===== config.mk =====
export PLATFORM = sky130hd
export DESIGN_NAME = acc_flag_unit
export DESIGN_NICKNAME = d
export VERILOG_FILES = /design/src/rtl/alu_pkg.sv /design/src/rtl/acc_store_port.sv /design/src/rtl/acc_flag_unit.sv
export SDC_FILE = /design/constraint.sdc
export NUM_CORES = 1
export LEC_CHECK = 0
export CAP_MARGIN = 10
export CORE_MARGIN = 1.5
export CORE_UTILIZATION = 42
export DETAILED_ROUTE_END_ITERATION = 12
export GPL_ROUTABILITY_DRIVEN = 1
export PLACE_DENSITY_LB_ADDON = 0.12
export SYNTH_ARGS = -nofsm -noshare
export SYNTH_HDL_FRONTEND = slang
export SYNTH_SLANG_ARGS = --single-unit

===== constraint.sdc =====
create_clock -name clock_in -period 2.03 [get_ports clock_in]
set_input_delay 0.609 -clock clock_in [delete_from_list [all_inputs] [get_ports clock_in]]
set_output_delay 0.609 -clock clock_in [all_outputs]
set_load 0.01 [all_outputs]

===== src/rtl/alu_pkg.sv =====
// Shared types for the accumulator datapath: ACC source select, branch
// condition codes, store-port FSM states, and the branch-condition evaluator.
package alu_pkg;

  localparam int DEFAULT_DATA_WIDTH = 16;

  typedef enum logic [1:0] {
    SRC_HOLD = 2'd0,
    SRC_ALU  = 2'd1,
    SRC_MEM  = 2'd2,
    SRC_IMM  = 2'd3
  } acc_src_t;

  typedef enum logic [2:0] {
    BR_BEQ    = 3'd0,
    BR_BNE    = 3'd1,
    BR_BGT    = 3'd2,
    BR_BGE    = 3'd3,
    BR_BLT    = 3'd4,
    BR_BLE    = 3'd5,
    BR_ALWAYS = 3'd6,
    BR_NEVER  = 3'd7
  } branch_cond_t;

  typedef enum logic {
    ST_IDLE  = 1'b0,
    ST_VALID = 1'b1
  } store_state_t;

  // Evaluate a branch condition against latched zero/negative flags.
  function automatic logic branch_cond_met(branch_cond_t cond, logic z, logic n);
    logic met;
    met = 1'b0;
    case (cond)
      BR_BEQ:    met = z;
      BR_BNE:    met = ~z;
      BR_BGT:    met = ~z & ~n;
      BR_BGE:    met = ~n;
      BR_BLT:    met = n;
      BR_BLE:    met = n | z;
      BR_ALWAYS: met = 1'b1;
      BR_NEVER:  met = 1'b0;
      default:   met = 1'b0;
    endcase
    return met;
  endfunction

endpackage


===== src/rtl/acc_store_port.sv =====
// Valid/ready store port: captures ACC on request, presents it to data
// memory until accepted, then emits a one-cycle completion pulse.
module acc_store_port
  import alu_pkg::*;
#(
  parameter int DATA_WIDTH = DEFAULT_DATA_WIDTH
) (
  input  logic                  clk,
  input  logic                  rst_n,
  input  logic                  req,
  input  logic                  ready,
  input  logic [DATA_WIDTH-1:0] acc,
  output logic                  valid,
  output logic [DATA_WIDTH-1:0] data,
  output logic                  busy,
  output logic                  done
);

  store_state_t state;

  // Store FSM with registered valid/busy/done and held capture data.
  // NOTE: sequential state uses non-blocking assignments so every register
  // samples pre-edge values; this is what lets a capture see the old ACC
  // even when ACC is written at the same edge.
  always_ff @(posedge clk or negedge rst_n) begin
    if (!rst_n) begin
      state <= ST_IDLE;
      valid <= 1'b0;
      busy  <= 1'b0;
      done  <= 1'b0;
      data  <= '0;
    end else begin
      done <= 1'b0;
      case (state)
        ST_IDLE: begin
          // ready is ignored here; only a request starts a transfer
          if (req) begin
            data  <= acc;
            valid <= 1'b1;
            busy  <= 1'b1;
            state <= ST_VALID;
          end
        end
        ST_VALID: begin
          // requests arriving while busy are dropped, not queued
          if (ready) begin
            valid <= 1'b0;
            busy  <= 1'b0;
            done  <= 1'b1;
            state <= ST_IDLE;
          end
        end
        default: state <= ST_IDLE;
      endcase
    end
  end

endmodule


===== src/rtl/acc_flag_unit.sv =====
// Accumulator, Z/N flag latch, branch evaluator and store port sitting
// downstream of the 16-bit add/sub ALU.
module acc_flag_unit
  import alu_pkg::*;
#(
  parameter int DATA_WIDTH = DEFAULT_DATA_WIDTH
) (
  input  logic                  clock_in,
  input  logic                  reset_n_in,
  input  logic [DATA_WIDTH-1:0] alu_in,
  input  logic                  zero_indicator_in,
  input  logic                  signal_bit_in,
  input  logic [DATA_WIDTH-1:0] mem_data_in,
  input  logic [DATA_WIDTH-1:0] imm_in,
  input  logic [1:0]            acc_src_in,
  input  logic                  acc_write_in,
  input  logic                  flags_write_in,
  input  logic                  branch_check_in,
  input  logic [2:0]            branch_cond_in,
  output logic                  branch_taken_out,
  output logic [DATA_WIDTH-1:0] acc_out,
  output logic                  zero_flag_out,
  output logic                  signal_flag_out,
  input  logic                  store_req_in,
  output logic                  store_valid_out,
  output logic [DATA_WIDTH-1:0] store_data_out,
  input  logic                  store_ready_in,
  output logic                  store_busy_out,
  output logic                  store_done_out
);

  logic [DATA_WIDTH-1:0] acc_next;
  logic                  acc_load;
  logic                  cond_met;

  // Select the next ACC value; HOLD or a disabled write keeps the current one.
  // NOTE: acc_next and acc_load get defaults first so no path leaves them
  // unassigned, which would otherwise infer a latch.
  always_comb begin
    acc_next = acc_out;
    acc_load = acc_write_in;
    case (acc_src_t'(acc_src_in))
      SRC_ALU:  acc_next = alu_in;
      SRC_MEM:  acc_next = mem_data_in;
      SRC_IMM:  acc_next = imm_in;
      default:  acc_load = 1'b0;
    endcase
  end

  // Branch condition from the currently latched flags (pre-edge values).
  always_comb begin
    cond_met = branch_cond_met(branch_cond_t'(branch_cond_in),
                               zero_flag_out, signal_flag_out);
  end

  // ACC, flags and the one-cycle branch decision pulse.
  always_ff @(posedge clock_in or negedge reset_n_in) begin
    if (!reset_n_in) begin
      acc_out          <= '0;
      zero_flag_out    <= 1'b0;
      signal_flag_out  <= 1'b0;
      branch_taken_out <= 1'b0;
    end else begin
      if (acc_load) begin
        acc_out <= acc_next;
      end
      if (flags_write_in) begin
        zero_flag_out   <= zero_indicator_in;
        signal_flag_out <= signal_bit_in;
      end
      branch_taken_out <= branch_check_in & cond_met;
    end
  end

  acc_store_port #(
    .DATA_WIDTH (DATA_WIDTH)
  ) u_store_port (
    .clk   (clock_in),
    .rst_n (reset_n_in),
    .req   (store_req_in),
    .ready (store_ready_in),
    .acc   (acc_out),
    .valid (store_valid_out),
    .data  (store_data_out),
    .busy  (store_busy_out),
    .done  (store_done_out)
  );

endmodule

==> results_dict.tcl, run 1 <==
set metrics [dict create \
    outcome "completed" \
    dieWidth_um 70.4 \
    path_class "flip-flop to primary output" \
    ios 100 \
    synth_edf_count 0 \
    overflow 0 \
    swShare_pct 26.3 \
    coreArea_mm2 0.00435 \
    antenna_found_initial 0 \
    pwr-share-seq_pct 38.1 \
    gp_congestion 0.806 \
    ir_worst_vdd_mv 0.548 \
    use_met2_pct 31.7 \
    synth_cell_type_count 23 \
    grtUsageMet3_pct 5.77 \
    cts_buffers 5 \
    cts_resized 0 \
    critPathLaunchType "flip-flop" \
    hold_slack_ns 0.257 \
    syn_area_mm2 0.00191 \
    synthFlopType "dfrtp_1" \
    synth_warnings 0 \
    fin_crit_ns 1.91 \
    ys_seq_elements 38 \
    port_buffers 99 \
    drt_iter0_drc 133 \
    p_switching_w 0.000734 \
    hpwlAfterDp_um 3500 \
    end_kind "primary output" \
    power_w 0.00279 \
    drv_cap 0 \
    synth_common_cells "dfrtp_1 (38), o22ai_1 (31), mux2_4 (22)" \
    power.clock.fraction_pct 27.7 \
    die-area_mm2 0.00495 \
    via_per_inst 5.38 \
    path_delay_family "buffers and inverters" \
    slowest_delay_ns 0.58 \
    firstDrtPassIters 4 \
    syn_nets 211 \
    vias 1618 \
    synth_cells 149 \
    critPathSlowestCell "clkdlybuf4s50_1" \
    path_clk_slew_ns 0.08 \
    finalHoldViolations 0 \
    diodes 0 \
    grt_usage_pct 21.2 \
    slew_violations 0 \
    cts_max_level 2 \
    async_flop_share_pct 100 \
    fillers 345 \
    fmax_mhz 525 \
    totalWireLength_um 4970 \
    clkLatencyLatePin_ns 0.29 \
    finalCritPeriodShare_pct 93.9 \
    die_y_um 70.4 \
    clock-root-buffer "clkbuf_8" \
    synth.avg_cell_area_um2 12.8 \
    grt_pass1_vias 1607 \
    worstReg2RegStart "u_store_port.state" \
    antenna_left 0 \
    grt_use_met1_pct 30.1 \
    setup_viol 0 \
    clock_sinks 38 \
    cts_buffer_depth 2 \
    worst_slew_pin_slew_ns 0.527 \
    cp_cell_sequence "clkdlybuf4s50_1" \
    cp_num_buf_inv 1 \
    wl_per_cell_um 16.5 \
    synth-seq-area-share_pct 49.9 \
    route.detailed.drc 0 \
    grt_max_degree 34 \
    rsz0062_at_grt "false" \
    required_ns 1.42 \
    skew_ns 0.0108 \
    synth_top_cell_by_area "dfrtp_1" \
    netlist_top_cells_area "dfrtp_1 (50%), mux2_4 (17%), o22ai_1 (10%)" \
    busiest_layer "met2" \
    cts_tree "yes" \
    synth_most_common_cell "dfrtp_1" \
    ctsHoldBuffers 0 \
    leakage_nw 1.26 \
    hold_class "input pin to async pin" \
    synth_top_area_share_pct 49.9 \
    cts_setup_buffers 0 \
    cp.arrival_ns 1.30 \
    intPower_w 0.00206 \
    initial_core_util_pct 43.8 \
    final_nets 310 \
    syn2layout_area_growth_pct 60.9 \
    powerDensity_mw_per_mm2 911 \
    combinationalPowerShare_pct 34.3 \
    row_count 24 \
    grt_pass1_wl_um 8250 \
    cp_max_fo 4 \
    final_layout_size_suffix_gt1_share_pct 20.9 \
    crit_start "acc_out[0]" \
    max_slew_margin_pct 64.8 \
]
==> cell families (layout without fill, tap and decap cells) <==
group                  after synthesis  after routing  share of synthesized area [%]
multiplexers                        34             34                           24.4
flip-flops                          38             38                           49.9
buffers and inverters               13            113                           5.78
AO/OA/AOI/OAI                       51             51                           16.3
AND/OR/NAND/NOR                     13             13                           3.61
==> metal layers <==
| layer | up-vias | wire length (µm) |
|---|---|---|
| met5 | - | 0 |
| met4 | 0 | 59 |
| met3 | 4 | 377 |
| met2 | 78 | 2320 |
| met1 | 773 | 2220 |
| li1 | 763 | - |
==> layout make-up <==
class / instances / area, µm² / share of cell area, %
inverter: 1 / 3.75 / 0.122
tap: 52 / 65.1 / 2.12
clock inverter: 3 / 68.8 / 2.24
clock buffer: 5 / 68.8 / 2.24
sequential: 38 / 951 / 31.0
timing repair buffer: 104 / 1060 / 34.6
multi-input combinational: 98 / 847 / 27.6
==> state kept, by name, summed over array words and instances (netlist names) <==
name / flops
acc_out: 16
u_store_port.done: 1
u_store_port.data: 16
u_store_port.state: 1
zero_flag_out: 1
u_store_port.valid: 1
branch_taken_out: 1
signal_flag_out: 1
==> power by group through the flow <==
stage          Combinational, W  Sequential [W]  Clock, W
2_1_floorplan          0.000339         0.00114         0
3_3_place_gp           0.000949         0.00107         0
3_5_place_dp           0.000960         0.00107         0
4_1_cts                0.000966         0.00106  0.000789
5_1_grt                 0.00101         0.00109  0.000824
6_report               0.000957         0.00106  0.000772
==> final timing paths <==
check | depth (start not counted) | to | slack (ns)
min reg2reg | 1 | u_store_port.data[8] | 0.51
min | 1 | acc_out[8] | 0.26
max | 1 | acc_out[0] | 0.12
max in group asynchronous | 2 | u_store_port.valid | 1.30
max reg2reg | 3 | u_store_port.data[3] | 0.81
min in group clock_in | 1 | u_store_port.data[8] | 0.51
==> per-stage QoR <==
stage | instances | TNS (ns) | worst slack [ns] | cell area (µm²) | utilization, %
6_report | 301 | 0 | 0.124 | 3070 | 70.4
3_3_place_gp | 293 | 0 | 0.0171 | 2930 | 67.2
4_1_cts | 301 | 0 | 0.118 | 3070 | 70.4
5_1_grt | 301 | 0 | 0.0842 | 3070 | 70.4
3_5_place_dp | 293 | -0.0599 | -0.0192 | 2930 | 67.2
2_1_floorplan | 149 | 0 | 0.568 | 1910 | -
==> placed cells by master, fill, tap and decap left out, types with 3 or more instances in the layout <==
master,count
mux2_4,22
dfrtp_1,38
a21oi_1,16
o22ai_1,31
clkdlybuf4s50_1,98
mux2_2,12
nor2_1,4
clkbuf_8,5
buf_12,3
Power figures use the tool's default switching activity.
==> inputs of run 2 (changes only) <==
CORE_MARGIN = not set   (was 1.5)
==> run 2 against run 1 <==
Non-clock buffer count grew 1. Total power shrank 8.8%. Largest cell class unchanged. Critical endpoint is now acc_out[2]. Sequential power is essentially flat. Highest routed layer unchanged. Cell area shrank 1.3%. Final cell count grew 0.33%. Sequential share of layout area grew 0.40 points. Critical path type unchanged. Clock-buffer cell count grew 2. Largest power group unchanged. Maximum frequency grew 0.85%. Setup slack gained 0.016 ns.
==> results_dict.tcl, run 2 (synthesis gave the netlist of run 1 again) <==
set metrics [dict create \
    via_per_inst 5.43 \
    ios 100 \
    grt_pass1_wl_um 7910 \
    port_buffers 99 \
    use_met2_pct 32.5 \
    cts_resized 0 \
    die_y_um 69.4 \
    rrSetupSlack_ns 0.83 \
    setup_viol 0 \
    rsz0062_at_grt "false" \
    final_cell_mix "clkdlybuf4s50_1 (98), dfrtp_1 (38), o22ai_1 (31)" \
    clock-root-buffer "clkbuf_8" \
    busiest_layer "met2" \
    fin_crit_ns 1.89 \
    diodes 0 \
    powerDensity_mw_per_mm2 841 \
    grt_use_met1_pct 28.2 \
    final_layout_size_suffix_gt1_share_pct 20.8 \
    cts_tree "yes" \
    wl_per_cell_um 15.8 \
    dieWidth_um 69.4 \
    hpwlAfterDp_um 3360 \
    hold_class "input pin to async pin" \
    reg.largest.list "acc_out (16), u_store_port.data (16)" \
    path_clk_slew_ns 0.07 \
    path_delay_family "buffers and inverters" \
    totalWireLength_um 4770 \
    tns_ns 0 \
    vias 1640 \
    grt_pass1_vias 1689 \
    cp_num_buf_inv 1 \
    outcome "completed" \
    worstRegToRegCells 3 \
    max_slew_margin_pct 60.7 \
    path_class "flip-flop to primary output" \
    grtUsageMet3_pct 6.25 \
    cp_cell_sequence "clkdlybuf4s50_1" \
    clkLatencyLatePin_ns 0.29 \
    final_common_cell "clkdlybuf4s50_1" \
    critPathLaunchType "flip-flop" \
    rr_endpoint "u_store_port.data[15]" \
    cp_max_fo 4 \
    critPathSlowestCell "clkdlybuf4s50_1" \
    power_w 0.00255 \
    grt_max_degree 39 \
    drv_cap 0 \
    firstDrtPassIters 4 \
    slew_violations 0 \
    initial_core_util_pct 43.8 \
    final_nets 311 \
    leakage_nw 1.24 \
    worst_slew_pin_slew_ns 0.589 \
    overflow 0 \
    syn2layout_area_growth_pct 58.8 \
    fmax_mhz 529 \
    antenna_left 0 \
    end_kind "primary output" \
    finalCritPeriodShare_pct 93.1 \
    cp.arrival_ns 1.28 \
    drt_iter0_drc 107 \
    skew_ns 0.00562 \
    clock_sinks 38 \
    ctsHoldBuffers 0 \
    cts_setup_buffers 0 \
    ir_worst_vdd_mv 0.601 \
    finish.utilization_pct 69.5 \
    grt_usage_pct 20.6 \
    gp_congestion 0.868 \
    coreArea_mm2 0.00435 \
    row_count 24 \
    slowest_delay_ns 0.57 \
    required_ns 1.42 \
    cts_buffers 5 \
    cts_max_level 2 \
    cts_buffer_depth 2 \
    finalHoldViolations 0 \
    antenna_found_initial 0 \
    worstReg2RegStart "u_store_port.state" \
    route.detailed.drc 0 \
    die-area_mm2 0.00481 \
]
run 2: cell types whose count changed in the layout (fill, tap and decap cells not counted), sizes merged:
cell    change
buf         +1
clkbuf      +2
bufinv      -2
run 2: metal layers:
layer / up-vias / wire [µm]
met5: - / 0
li1: 766 / -
met2: 81 / 2180
met4: 0 / 39
met3: 8 / 356
met1: 785 / 2200
run 2: worst max-delay path by stage:
stage                     depth (start not counted)                     to  slack, ns     startpoint
after detailed placement                          5             acc_out[9]      -0.01  acc_src_in[0]
after global routing                              1             acc_out[2]       0.09     acc_out[2]
after global placement                            5             acc_out[0]       0.01  acc_src_in[0]
after floorplan                                   4  u_store_port.data[10]       0.57   store_req_in
final                                             1             acc_out[2]       0.14     acc_out[2]
after CTS                                         1             acc_out[2]       0.14     acc_out[2]
run 2: layout make-up:
| class | instances | area (µm²) |
|---|---|---|
| flip-flops and latches | 38 | 951 |
| inverters | 1 | 3.75 |
| well taps | 52 | 65.1 |
| clock buffers | 7 | 86.3 |
| clock inverters | 1 | 5.00 |
| multi-input cells | 98 | 847 |
| repair buffers | 105 | 1070 |
| fillers | 344 | 1330 |
run 2: stage by stage:
stage / instances / setup WS, ns / cell area (µm²) / hold WS, ns
final: 302 / 0.140 / 3030 / 0.280
after global placement: 294 / 0.0109 / 2940 / 0.490
after global routing: 302 / 0.0919 / 3030 / 0.284
after CTS: 302 / 0.141 / 3030 / 0.283
after detailed placement: 294 / -0.0142 / 2940 / 0.494
after floorplan: 149 / 0.568 / 1910 / 0.313
run 2: report_power, final:
group	total [W]	leakage, nW	switching, W	internal, W
registers	0.00106	0.433	0.000125	0.000933
logic	0.000955	0.760	0.000321	0.000635
clock network	0.000532	0.0482	0.000258	0.000274
